[config.mk]
export PLATFORM = sky130hd
export DESIGN_NAME = crop_stream_framer
export DESIGN_NICKNAME = d
export VERILOG_FILES = /design/src/rtl/crop_stream_framer.sv
export SDC_FILE = /design/constraint.sdc
export NUM_CORES = 1
export LEC_CHECK = 0
export BUFFER_PORTS_ARGS = -buffer_cell sky130_fd_sc_hd__buf_2
export CAP_MARGIN = 20
export CORE_UTILIZATION = 61
export DETAILED_ROUTE_END_ITERATION = 7
export PLACE_DENSITY = 0.79
export SETUP_SLACK_MARGIN = 0.3
export SYNTH_ARGS = -nofsm -noshare
export SYNTH_HDL_FRONTEND = slang
export SYNTH_SLANG_ARGS = --single-unit
export TNS_END_PERCENT = 10
[constraint.sdc]
create_clock -name clk -period 3.9 [get_ports clk]
set_input_delay 0.195 -clock clk [delete_from_list [all_inputs] [get_ports clk]]
set_output_delay 0.195 -clock clk [all_outputs]
set_load 0.1 [all_outputs]
[src/rtl/crop_stream_framer.sv]
// crop_stream_framer: FWFT FIFO + valid/ready output stage for the cropped
// pixel stream, tagging each output pixel with SOF/EOL/EOF from the cropped
// frame geometry. The upstream never stalls, so a full FIFO drops the input
// pixel and latches the sticky overflow flag.
// Optional feature macro: CROP_FRAMER_DROP_COUNT_EN adds a saturating
// 16-bit drop_count output.
module crop_stream_framer #(
    parameter int PIX_W    = 12,
    parameter int OUT_ROWS = 20,
    parameter int OUT_COLS = 20,
    parameter int DEPTH    = 16
) (
    input  logic             clk,
    input  logic             reset,
    input  logic [PIX_W-1:0] pixel_in,
    input  logic             in_valid,
    output logic             in_ready,
    output logic [PIX_W-1:0] pixel_out,
    output logic             out_valid,
    input  logic             out_ready,
    output logic             out_sof,
    output logic             out_eol,
    output logic             out_eof,
`ifdef CROP_FRAMER_DROP_COUNT_EN
    output logic             overflow,
    output logic [15:0]      drop_count
`else
    output logic             overflow
`endif
);

    localparam int AW    = $clog2(DEPTH);
    localparam int CNT_W = AW + 1;
    localparam int CW    = (OUT_COLS > 1) ? $clog2(OUT_COLS) : 1;
    localparam int RW    = (OUT_ROWS > 1) ? $clog2(OUT_ROWS) : 1;

    logic [PIX_W-1:0] mem [DEPTH];
    logic [AW-1:0]    wptr, rptr;
    logic [CNT_W-1:0] count;
    logic [CW-1:0]    col;
    logic [RW-1:0]    row;
    logic             fresh;   // set by reset, cleared by first push: lets SOF show while idle after reset
    logic             push, pop, drop;
    logic             at_eol, at_last_row, at_sof;

    // Handshake and status decode, all from registered state
    assign in_ready    = (count != CNT_W'(DEPTH));
    assign out_valid   = (count != '0);
    assign push        = in_valid && in_ready;
    assign drop        = in_valid && !in_ready;
    assign pop         = out_valid && out_ready;
    assign pixel_out   = mem[rptr];

    assign at_eol      = (col == CW'(OUT_COLS - 1));
    assign at_last_row = (row == RW'(OUT_ROWS - 1));
    assign at_sof      = (row == '0) && (col == '0);

    assign out_sof     = at_sof && (out_valid || fresh);
    assign out_eol     = at_eol && out_valid;
    assign out_eof     = at_eol && at_last_row && out_valid;

    // Pixel storage; contents are don't-care after reset
    always_ff @(posedge clk) begin
        if (push) mem[wptr] <= pixel_in;
    end

    // Pointers, occupancy and sticky overflow
    always_ff @(posedge clk) begin
        if (!reset) begin
            wptr     <= '0;
            rptr     <= '0;
            count    <= '0;
            overflow <= 1'b0;
            fresh    <= 1'b1;
        end else begin
            if (push) begin
                wptr  <= wptr + 1'b1;
                fresh <= 1'b0;
            end
            if (pop)  rptr <= rptr + 1'b1;
            case ({push, pop})
                2'b10:   count <= count + 1'b1;
                2'b01:   count <= count - 1'b1;
                default: count <= count;
            endcase
            if (drop) overflow <= 1'b1;
        end
    end

    // Framing position advances only when a pixel leaves
    always_ff @(posedge clk) begin
        if (!reset) begin
            col <= '0;
            row <= '0;
        end else if (pop) begin
            if (at_eol) begin
                col <= '0;
                row <= at_last_row ? '0 : row + 1'b1;
            end else begin
                col <= col + 1'b1;
            end
        end
    end

`ifdef CROP_FRAMER_DROP_COUNT_EN
    // Saturating count of dropped pixels
    always_ff @(posedge clk) begin
        if (!reset)                            drop_count <= '0;
        else if (drop && drop_count != 16'hFFFF) drop_count <= drop_count + 1'b1;
    end
`endif

endmodule

* Word-level counts from Yosys, hierarchy flattened
Memory sizes are Yosys's and may differ from the RTL's. A register that Yosys moved wholly into a read port is not among the register bits. Cells that the tools add are included.
Word-level totals: logic and storage cells 41, RAM bits 192, register bits 25, output and inout port bits 18, memories kept 1
Operators by class: multiplexer cells 7, equality and inequality tests 5, reductions and logical operators 15, add/sub/neg operators 6
Memory list:
- mem | depth 16, bits a word 12, rd ports 1, clocked after Yosys merged registers in 1, wr ports 1, RTL line 37 | logic [PIX_W-1:0] mem [DEPTH];
Operators by type and width (number):
- $add A5 B1 Y5 const B | 3
- $eq A5 B5 Y1 const B | 2
- $logic_not A5 Y1 | 2
- $mux W5 | 2
- $pmux W5 S2 | 1
- $add A4 B1 Y4 const B | 2
- $logic_and A1 B1 Y1 | 8
- $mux W4 | 2
- $ne A5 B5 Y1 const B | 1
- $reduce_bool A5 Y1 | 1
- $sub A5 B1 Y5 const B | 1
- $eq A2 B1 Y1 const B | 1
- $eq A2 B2 Y1 const B | 1
- $mux W1 | 2
- $reduce_and A2 Y1 | 1
- $reduce_bool A2 Y1 | 1
- $logic_not A1 Y1 | 1
- $logic_or A1 B1 Y1 | 1

* Logic depth before layout (Yosys ltp)
Gate-level depths: netlist of the first run.
word-level depth 4, gate-level depth with buffers 14, gate-level depth less buffers 10

* Least setup slack after synthesis of the first run
OpenSTA, ideal clock, no wires.
path type reg-to-output, start register count[4], end output port out_eof, slack 0.740 ns, stages on the path, launching flop included 6, arrival 2.965 ns, path through dfxtp_1 -> clkbuf_1 -> inv_1 -> nand2_1 -> nand2_1 -> nor2_1
Between the ends: longest elaborated chain between the ends 2
RTL lines:
- start: declaration | RTL line 39 | logic [CNT_W-1:0] count;
- start signal: assignment | RTL line 82 | 2'b10: count <= count + 1'b1;
- start signal: assignment | RTL line 83 | 2'b01: count <= count - 1'b1;
- start signal: assignment | RTL line 84 | default: count <= count;
- $reduce_bool A5 Y1 | RTL line 48 | assign out_valid = (count != '0);
- via out_valid | RTL line 19 | output logic out_valid,
- $logic_and A1 B1 Y1 | RTL line 60 | assign out_eof = at_eol && at_last_row && out_valid;
- end: declaration | RTL line 23 | output logic out_eof,
The timed path passes the listed nets, and every way through them passes these cells.

* Worst setup path after layout of the first run
start register count[0], end register count[4]
Between the ends: longest elaborated chain between the ends 4
RTL lines:
- $reduce_bool A5 Y1 (*) | RTL line 48
- $logic_and A1 B1 Y1 (*) | RTL line 51 | assign pop = out_valid && out_ready;
- via pop | RTL line 43 | logic push, pop, drop;
- $eq A2 B1 Y1 / $eq A2 B2 Y1 (equally long branches) | RTL line 81 | case ({push, pop})
- $pmux W5 S2 / $reduce_bool A2 Y1 (equally long branches)
Mark *: on every way through the listed nets, which the timed path passes. The rest lies on a longest branch. A chain may end at the register's enable or synchronous reset.

==> flow_summary.ini, run 1 <==
[clocking]
clk_latency_ps = 510
clockBufferDepth = 3
numClockSinks = 221
cts_tree = done
numCtsBuffers = 22
htreeDepth = 1
clkTransAtPathRegs_ps = 60
cts-root-buf = clkbuf_16

[timing]
timing.final.crit_share = 0.830
finalSetupViolations = 0
hold_slack_ps = 38.6
hold_viol_final = 0
finClkSkew_ps = 14.7
slew_headroom = 0.346
fmax_ghz = 0.309
fin_crit_ps = 3240
rsz0062_at_grt = false
slew_viol_final = 0
worst_pin_slew_ps = 981
setup-tns-final_ps = 0
fin_ws_ps = 663

[routing]
drt_iter0_drc = 555
drc = 0
drt_wl_total_mm = 17.9
ant_nets = 0
dr.pass1.iters = 5
viasPerCell = 6.37
vias = 4772
wl_per_cell_um = 23.9

[worst_hold_path]
holdPathStages = 2
whs_endpoint = fresh$_SDFFE_PN1P_
hp-class = in -> reg
hp-start = reset

[critical_path]
crit_required_ps = 4330
crit_path_start_kind = flop
crit_fanout = 12
r2r_end = count[4]$_SDFFE_PN0P_
rr_startpoint = count[0]$_SDFFE_PN0P_
worstRegToRegCells = 10
critPathArrivalTime_ps = 3670
r2r_slack_ps = 660
end_kind = flop
crit_type = reg -> reg

[global_route]
grt_pass1_vias = 4807
overflow = 0
grt_usage = 0.252
antenna_found_initial = 0
grt_pass1_wl_mm = 27.6
grt_max_degree = 49

[yosys]
ys_ff_latch = 221
synth_top_area_cell = edfxtp_1
ys_seq_area_frac = 0.717
synth-main-ff-cell = edfxtp_1
synthTopCellsByArea = edfxtp_1 65%, mux4_2 12%, dfxtp_1 6.6%
synthCells = 500
synth_top_area_share = 0.651
synth_cell_type_count = 45
async_reset_ff_frac = 0
synth_edf_count = 192
netlist_area_um2 = 8860
synth_fp_nets = 529
yosysWarningCount = 0
avgSynthCellArea_um2 = 17.7

[floorplanning]
fp.dieArea_um2 = 15000
start_util = 0.631
io_pins = 34
die_width_um = 122
core_um2 = 14000
die_h_um = 122
num_rows = 43

[placed_design]
pre_cts_ws_ps = 766
io_buffers = 33
dpl.hpwl_mm = 10.8
gp_congestion = 0.825

[power_and_ir_drop]
power_density_nw_per_um2 = 671
p_leak_nw = 3.37
ir_worst_vdd_mv = 1.05
p_total_mw = 6.74

[finish]
drive_gt1_frac = 0.264
antennaDiodeCount = 0
num-fill-cells = 856
final_util = 0.715
syn_to_final_growth_pct = 13.4
final_nets = 582

[job]
maxCapViolations = 0

[run_status]
status = completed
through the flow:
step / instances / area (um^2)
after global placement: 708 / 9300
after global routing: 749 / 10000
after CTS: 749 / 10000
final: 749 / 10000
after detailed placement: 708 / 9300
after floorplan: 500 / 8860
cells in the mapped netlist, types with 6 or more instances:
cell / instances
a22oi_1: 24
nand2_1: 29
clkbuf_1: 15
o21ai_0: 8
nor2b_1: 6
nor2_1: 29
ha_1: 13
buf_2: 6
or3_1: 7
edfxtp_1: 192
dfxtp_1: 29
nor3_1: 6
inv_1: 13
nand3_1: 10
mux4_2: 48
registers in the layout, summed over array words and instances (netlist names), named ones only:
name      flops
wptr          4
row           5
col           5
count         5
fresh         1
rptr          4
overflow      1
mem         192
cell type report:
cell class              count  area [um^2]  share of cell area
well taps                 180          225              0.0224
clock buffers              28          594              0.0592
inverters                  13         48.8             0.00486
flip-flops and latches    221         6350               0.633
repair buffers             55          333              0.0332
clock inverters            12          134              0.0133
multi-input cells         240         2350               0.234
power by group:
group          leakage [nW]  switching, mW  total (mW)  internal [mW]
Sequential             1.97          0.225        2.91           2.68
Clock                 0.350          0.870        2.10           1.23
Combinational          1.05           1.15        1.73          0.582
critical path, cell delays in order (launching register included):
cell	delay (ps)
dfxtp_1	380
or4_4	630
o21ai_4	340
inv_1	120
ha_1	330
xor2_1	240
ha_1	210
o21ai_0	60
or3_1	350
a2111oi_0	350
nand4b_1	170
layer usage:
metal,routed length (um),up-vias,share of wire,global-route usage
met2,9150,199,0.51,0.436
met3,1010,39,0.057,0.0339
met5,0,-,0,0
met4,396,0,0.022,0.0732
met1,7310,2428,0.41,0.336
li1,-,2106,-,-
placed cells by master, fill, tap and decap left out, types with 8 or more instances in the layout:
master,Yosys,layout
a22oi_1,24,24
buf_2,6,33
buf_4,0,21
clkbuf_16,0,23
dfxtp_1,29,27
edfxtp_1,192,192
ha_1,13,13
inv_1,13,13
mux4_2,48,48
nand2_1,29,29
nand3_1,10,10
nor2_1,29,29
o21ai_0,8,8
what timing repair did:
action | in CTS | in global routing
setup endpoints to repair | 0 | 0
hold endpoints to repair | 1 | 0
resized for setup | 0 | 0
buffers inserted | 0 | 0
hold buffers | 1 | 0
cell families after synthesis:
group,share of synthesized area
AO/OA/AOI/OAI,0.0473
buffers and inverters,0.0199
adder cells (fa/ha/maj),0.0184
flip-flops,0.717
XOR/XNOR,0.00777
multiplexers,0.128
AND/OR/NAND/NOR,0.0623
worst max-delay path by stage:
stage	slack, ps	startpoint	endpoint	depth (start not counted)
2_1_floorplan	740	count[4]$_SDFFE_PN0P_	out_eof	5
3_3_place_gp	870	count[0]$_SDFFE_PN0P_	count[4]$_SDFFE_PN0P_	9
3_5_place_dp	770	count[0]$_SDFFE_PN0P_	count[4]$_SDFFE_PN0P_	10
4_1_cts	710	count[0]$_SDFFE_PN0P_	count[4]$_SDFFE_PN0P_	10
5_1_grt	390	count[0]$_SDFFE_PN0P_	count[4]$_SDFFE_PN0P_	10
6_report	660	count[0]$_SDFFE_PN0P_	count[4]$_SDFFE_PN0P_	10
Note: power is estimated with default switching activity, not from simulation.
==> run 2: changes to the inputs <==
- CORE_UTILIZATION: 61 -> 55
- PLACE_DENSITY: 0.79 -> 0.75
- clock period: 3.9 -> 2.66 ns (I/O delays scaled with it)
==> run 2 against run 1 <==
  * Clock power up 39%
  * Total power grew 57%
  * Clock-buffer cell count down 3
  * First-iteration DRC count shrank 18%
  * Global-route usage is 1.7 points lower
  * Sequential power grew 41%
  * Maximum frequency up 25%
  * Clock skew down 6.0 ps
  * Sequential cell count stayed put
  * Critical path type unchanged
==> flow_summary.ini, run 2 (synthesis gave the netlist of run 1 again) <==
[run_status]
status = completed

[floorplanning]
start_util = 0.560
die_width_um = 129
fp.dieArea_um2 = 16600
die_h_um = 129
io_pins = 34
num_rows = 46
core_um2 = 15800

[clocking]
numClockSinks = 221
clkTransAtPathRegs_ps = 60
clk_latency_ps = 490
htreeDepth = 1
cts-root-buf = clkbuf_16
numCtsBuffers = 23
cts_tree = done
clockBufferDepth = 3

[finish]
multi_input_area_um2 = 2560
mostFrequentLayoutCell = edfxtp_1
antennaDiodeCount = 0
drive_gt1_frac = 0.371
max_flop_register = mem
num-fill-cells = 1010
regArea_um2 = 6360
design_area_um2 = 10700
syn_to_final_growth_pct = 20.7
largest_reg_flops = 192
final_util = 0.675
final_nets = 611
mostFrequentLayoutCells = 192 x edfxtp_1, 48 x mux4_2, 41 x buf_4, 25 x nor2_1

[job]
maxCapViolations = 0

[critical_path]
r2r_end = count[2]$_SDFFE_PN0P_
end_kind = flop
slowest_delay_ps = 560
crit_required_ps = 3070
crit_fanout = 3
critical-path-top-delay-family = simple AND/OR/NAND/NOR gates
crit_type = reg -> reg
crit_cells = 11
critPathArrivalTime_ps = 2990
r2r_slack_ps = 80
crit_path_start_kind = flop
rr_startpoint = count[0]$_SDFFE_PN0P_
worstRegToRegCells = 11
path_cells = or4_4, o21ai_4, inv_2, ha_4, xor2_2, ha_2, buf_4, a21o_1, xnor2_1, or3_1, a21oi_1
cp_num_buf_inv = 2
crit_path_top_delay_cell = or4_4

[global_route]
overflow = 0
grt.busiest_layer = met2
use_met3 = 0.0362
grt_usage = 0.236
antenna_found_initial = 0
use_met1 = 0.315
grt_max_degree = 49
grt_pass1_vias = 5016
use_met2 = 0.402
grt_pass1_wl_mm = 28.5

[placed_design]
pre_cts_ws_ps = -104
dpl_cell_area_um2 = 9480
io_buffers = 33
gp_congestion = 0.790
dpl.hpwl_mm = 11.2

[worst_hold_path]
holdPathStages = 1
hp-class = in -> reg
hp-start = pixel_in[0]
whs_endpoint = mem[2][0]$_DFFE_PP_

[routing]
viasPerCell = 5.99
drt_wl_total_mm = 19.1
drc = 0
ant_nets = 0
drt_iter0_drc = 457
vias = 4878
dr.pass1.iters = 4
wl_per_cell_um = 23.5

[timing]
slew_headroom = 0.511
hold_viol_final = 0
rsz0062_at_grt = true
slew_viol_final = 0
fin_ws_ps = 77.6
finalSetupViolations = 0
fmax_ghz = 0.387
setup-tns-final_ps = 0
finClkSkew_ps = 8.68
fin_crit_ps = 2580
timing.final.crit_share = 0.971
worst_pin_slew_ps = 733

[power_and_ir_drop]
p_leak_nw = 3.58
power_density_nw_per_um2 = 991
ir_worst_vdd_mv = 1.27
[run 2: how the worst max path moves through the flow]
stage                               start                    end  slack (ps)
finish              count[0]$_SDFFE_PN0P_  count[2]$_SDFFE_PN0P_          80
floorplan           count[1]$_SDFFE_PN0P_  count[4]$_SDFFE_PN0P_        -260
global route        count[0]$_SDFFE_PN0P_  count[4]$_SDFFE_PN0P_         -30
detailed placement  count[0]$_SDFFE_PN0P_  count[4]$_SDFFE_PN0P_        -100
CTS                 count[1]$_SDFFE_PN0P_  count[4]$_SDFFE_PN0P_          30
global placement    count[0]$_SDFFE_PN0P_  count[4]$_SDFFE_PN0P_          30
[run 2: metal layers]
metal | up-vias | wire length, um
met5 | - | 0
met4 | 0 | 572
met3 | 51 | 1360
met2 | 199 | 9660
met1 | 2467 | 7510
li1 | 2161 | -
[run 2: report_power, final]
group | switching, mW | internal (mW)
clock | 1.25 | 1.67
sequential | 0.160 | 3.94
combinational | 2.10 | 1.46
total | 3.51 | 7.08
[run 2: what timing repair did]
| item | CTS | global route |
|---|---|---|
| gates resized for setup | 12 | 102 |
| hold endpoints to repair | 2 | 0 |
| setup buffers | 6 | 8 |
| setup endpoints to repair | 13 | 36 |
| cloned | 0 | 0 |
| pin swaps | 6 | 24 |
| hold buffers | 2 | 0 |
[run 2: layout make-up]
| type | instances | share of cell area |
|---|---|---|
| sequential | 221 | 0.595 |
| multi-input combinational | 240 | 0.240 |
| timing repair buffer | 83 | 0.0719 |
| clock buffer | 25 | 0.0545 |
| tap | 216 | 0.0253 |
| clock inverter | 16 | 0.00948 |
| inverter | 13 | 0.00456 |
[run 2: worst reg2reg max path, cell delays in order (launching register included)]
cell	delay (ps)
dfxtp_2	320
or4_4	560
o21ai_4	160
inv_2	80
ha_4	190
xor2_2	140
ha_2	180
buf_4	130
a21o_1	170
xnor2_1	140
or3_1	320
a21oi_1	130
[run 2: per-stage QoR]
step / instances / hold WS (ps) / total power, mW
floorplan: 500 / 232 / 6.42
global placement: 757 / 427 / 6.98
detailed placement: 757 / 443 / 7.04
CTS: 806 / 0.605 / 10.1
global route: 814 / 10.6 / 11.0
finish: 814 / 8.75 / 10.6
==> run 3: changes to the inputs <==
- CORE_UTILIZATION: 55 -> 65
- PLACE_DENSITY: 0.75 -> 0.83
- clock period: 2.66 -> 2.97 ns (I/O delays scaled with it)
==> run 3 against run 2 <==
  * Combinational power decreased by 27%
  * Clock skew increased by 0.71 ps
  * Highest routed layer unchanged
  * Cell area decreased by 4.8%
  * Register-to-register slack improved by 90 ps
  * Worst setup slack improved by 95 ps
  * Sequential share of layout area increased by 3.0 points
  * Die area decreased by 15%
  * Sequential power decreased by 9.8%
  * Via count decreased by 0.14%
  * Clock power decreased by 11%
  * Maximum frequency decreased by 7.7%
  * Sequential cell count unchanged
  * Critical path type unchanged
==> flow_summary.ini, run 3 (synthesis gave the netlist of run 1 again) <==
[finish]
drive_gt1_frac = 0.292
final_nets = 595
mostFrequentLayoutCell = edfxtp_1
largest_reg_flops = 192
mostFrequentLayoutCells = 192 x edfxtp_1, 48 x mux4_2, 33 x buf_2, 29 x nand2_1, 29 x buf_4
max_flop_register = mem
syn_to_final_growth_pct = 14.9
antennaDiodeCount = 0
num-fill-cells = 716
design_area_um2 = 10200

[timing]
hold_viol_final = 0
rsz0062_at_grt = true
finalSetupViolations = 0
slew_headroom = 0.410
fmax_ghz = 0.357
worst_pin_slew_ps = 882
slew_viol_final = 0
setup-tns-final_ps = 0
fin_crit_ps = 2800
timing.final.crit_share = 0.942
finClkSkew_ps = 9.39

[floorplanning]
die_width_um = 119
die_h_um = 119
io_pins = 34
core_um2 = 13200
start_util = 0.669
fp.dieArea_um2 = 14100
num_rows = 42

[placed_design]
dpl_cell_area_um2 = 9370
io_buffers = 33
gp_congestion = 0.807
dpl.hpwl_mm = 11.5

[global_route]
grt_usage = 0.294
antenna_found_initial = 0
grt_max_degree = 35
overflow = 0
grt_pass1_vias = 5094
grt_pass1_wl_mm = 29.8

[critical_path]
crit_type = reg -> reg
crit_required_ps = 3410
path_cells = or4_4, o21ai_4, inv_2, ha_4, xor2_1, ha_2, o21ai_0, or3_4, a2111oi_4, nand4b_1
r2r_end = count[4]$_SDFFE_PN0P_
critical-path-top-delay-family = simple AND/OR/NAND/NOR gates
cp_num_buf_inv = 1
crit_path_top_delay_cell = or4_4
end_kind = flop
crit_cells = 10
crit_path_start_kind = flop
critPathArrivalTime_ps = 3240
rr_startpoint = count[3]$_SDFFE_PN0P_
r2r_slack_ps = 170
slowest_delay_ps = 600
worstRegToRegCells = 10
crit_fanout = 6

[run_status]
status = completed

[clocking]
numClockSinks = 221
cts-root-buf = clkbuf_16
clk_latency_ps = 510
htreeDepth = 1
clockBufferDepth = 3
clkTransAtPathRegs_ps = 60
numCtsBuffers = 22
cts_tree = done

[worst_hold_path]
hp-class = in -> reg
holdPathStages = 1
hp-start = pixel_in[2]
whs_endpoint = mem[2][2]$_DFFE_PP_

[routing]
drt_iter0_drc = 407
wl_per_cell_um = 25.7
ant_nets = 0
viasPerCell = 6.43
vias = 4871
drt_wl_total_mm = 19.5
dr.pass1.iters = 5
drc = 0

[job]
maxCapViolations = 0

[power_and_ir_drop]
p_leak_nw = 3.43
ir_worst_vdd_mv = 1.21
power_density_nw_per_um2 = 875
[run 3: what timing repair did]
item	4_1_cts	5_1_grt
buffers inserted	3	4
resized for setup	3	10
hold buffers	2	0
hold endpoints to repair	2	0
pin swaps	1	4
endpoints found under the setup margin	14	7
[run 3: routing by layer]
layer / vias to the layer above / GRT usage / part of all wire
met3: 34 / 0.0439 / 0.064
li1: 2120 / - / -
met1: 2499 / 0.386 / 0.38
met2: 218 / 0.512 / 0.53
met4: 0 / 0.0894 / 0.021
met5: - / 0 / 0
[run 3: final cells by class]
cell class	instances	area (um^2)	area share
tap	176	220	0.0216
timing repair buffer	68	468	0.0460
clock inverter	6	40.0	0.00393
sequential	221	6360	0.625
clock buffer	34	636	0.0625
inverter	13	48.8	0.00479
multi-input combinational	240	2410	0.237
[run 3: through the flow]
step	hold slack [ps]	power, mW	utilization	setup slack [ps]	instances
global placement	454	6.15	0.708	216	709
floorplan	247	5.75	-	52.1	500
global route	20.5	9.23	0.769	101	758
CTS	8.35	8.88	0.763	185	754
detailed placement	461	6.23	0.708	43.2	709
finish	22.3	8.91	0.769	172	758
[run 3: where the power goes]
group / total [mW] / switching, mW / leakage (nW) / internal [mW]
logic: 2.61 / 1.72 / 1.12 / 0.891
registers: 3.70 / 0.165 / 1.97 / 3.53
clock network: 2.60 / 1.12 / 0.333 / 1.48
total: 8.91 / 3.01 / 3.43 / 5.90
[run 3: how the worst max path moves through the flow]
stage                           from  slack (ps)                    end
6_report       count[3]$_SDFFE_PN0P_         170  count[4]$_SDFFE_PN0P_
5_1_grt        count[3]$_SDFFE_PN0P_         100  count[4]$_SDFFE_PN0P_
4_1_cts        count[0]$_SDFFE_PN0P_         190  count[4]$_SDFFE_PN0P_
3_5_place_dp   count[1]$_SDFFE_PN0P_          40  count[4]$_SDFFE_PN0P_
3_3_place_gp   count[0]$_SDFFE_PN0P_         220  count[4]$_SDFFE_PN0P_
2_1_floorplan  count[1]$_SDFFE_PN0P_          50  count[4]$_SDFFE_PN0P_
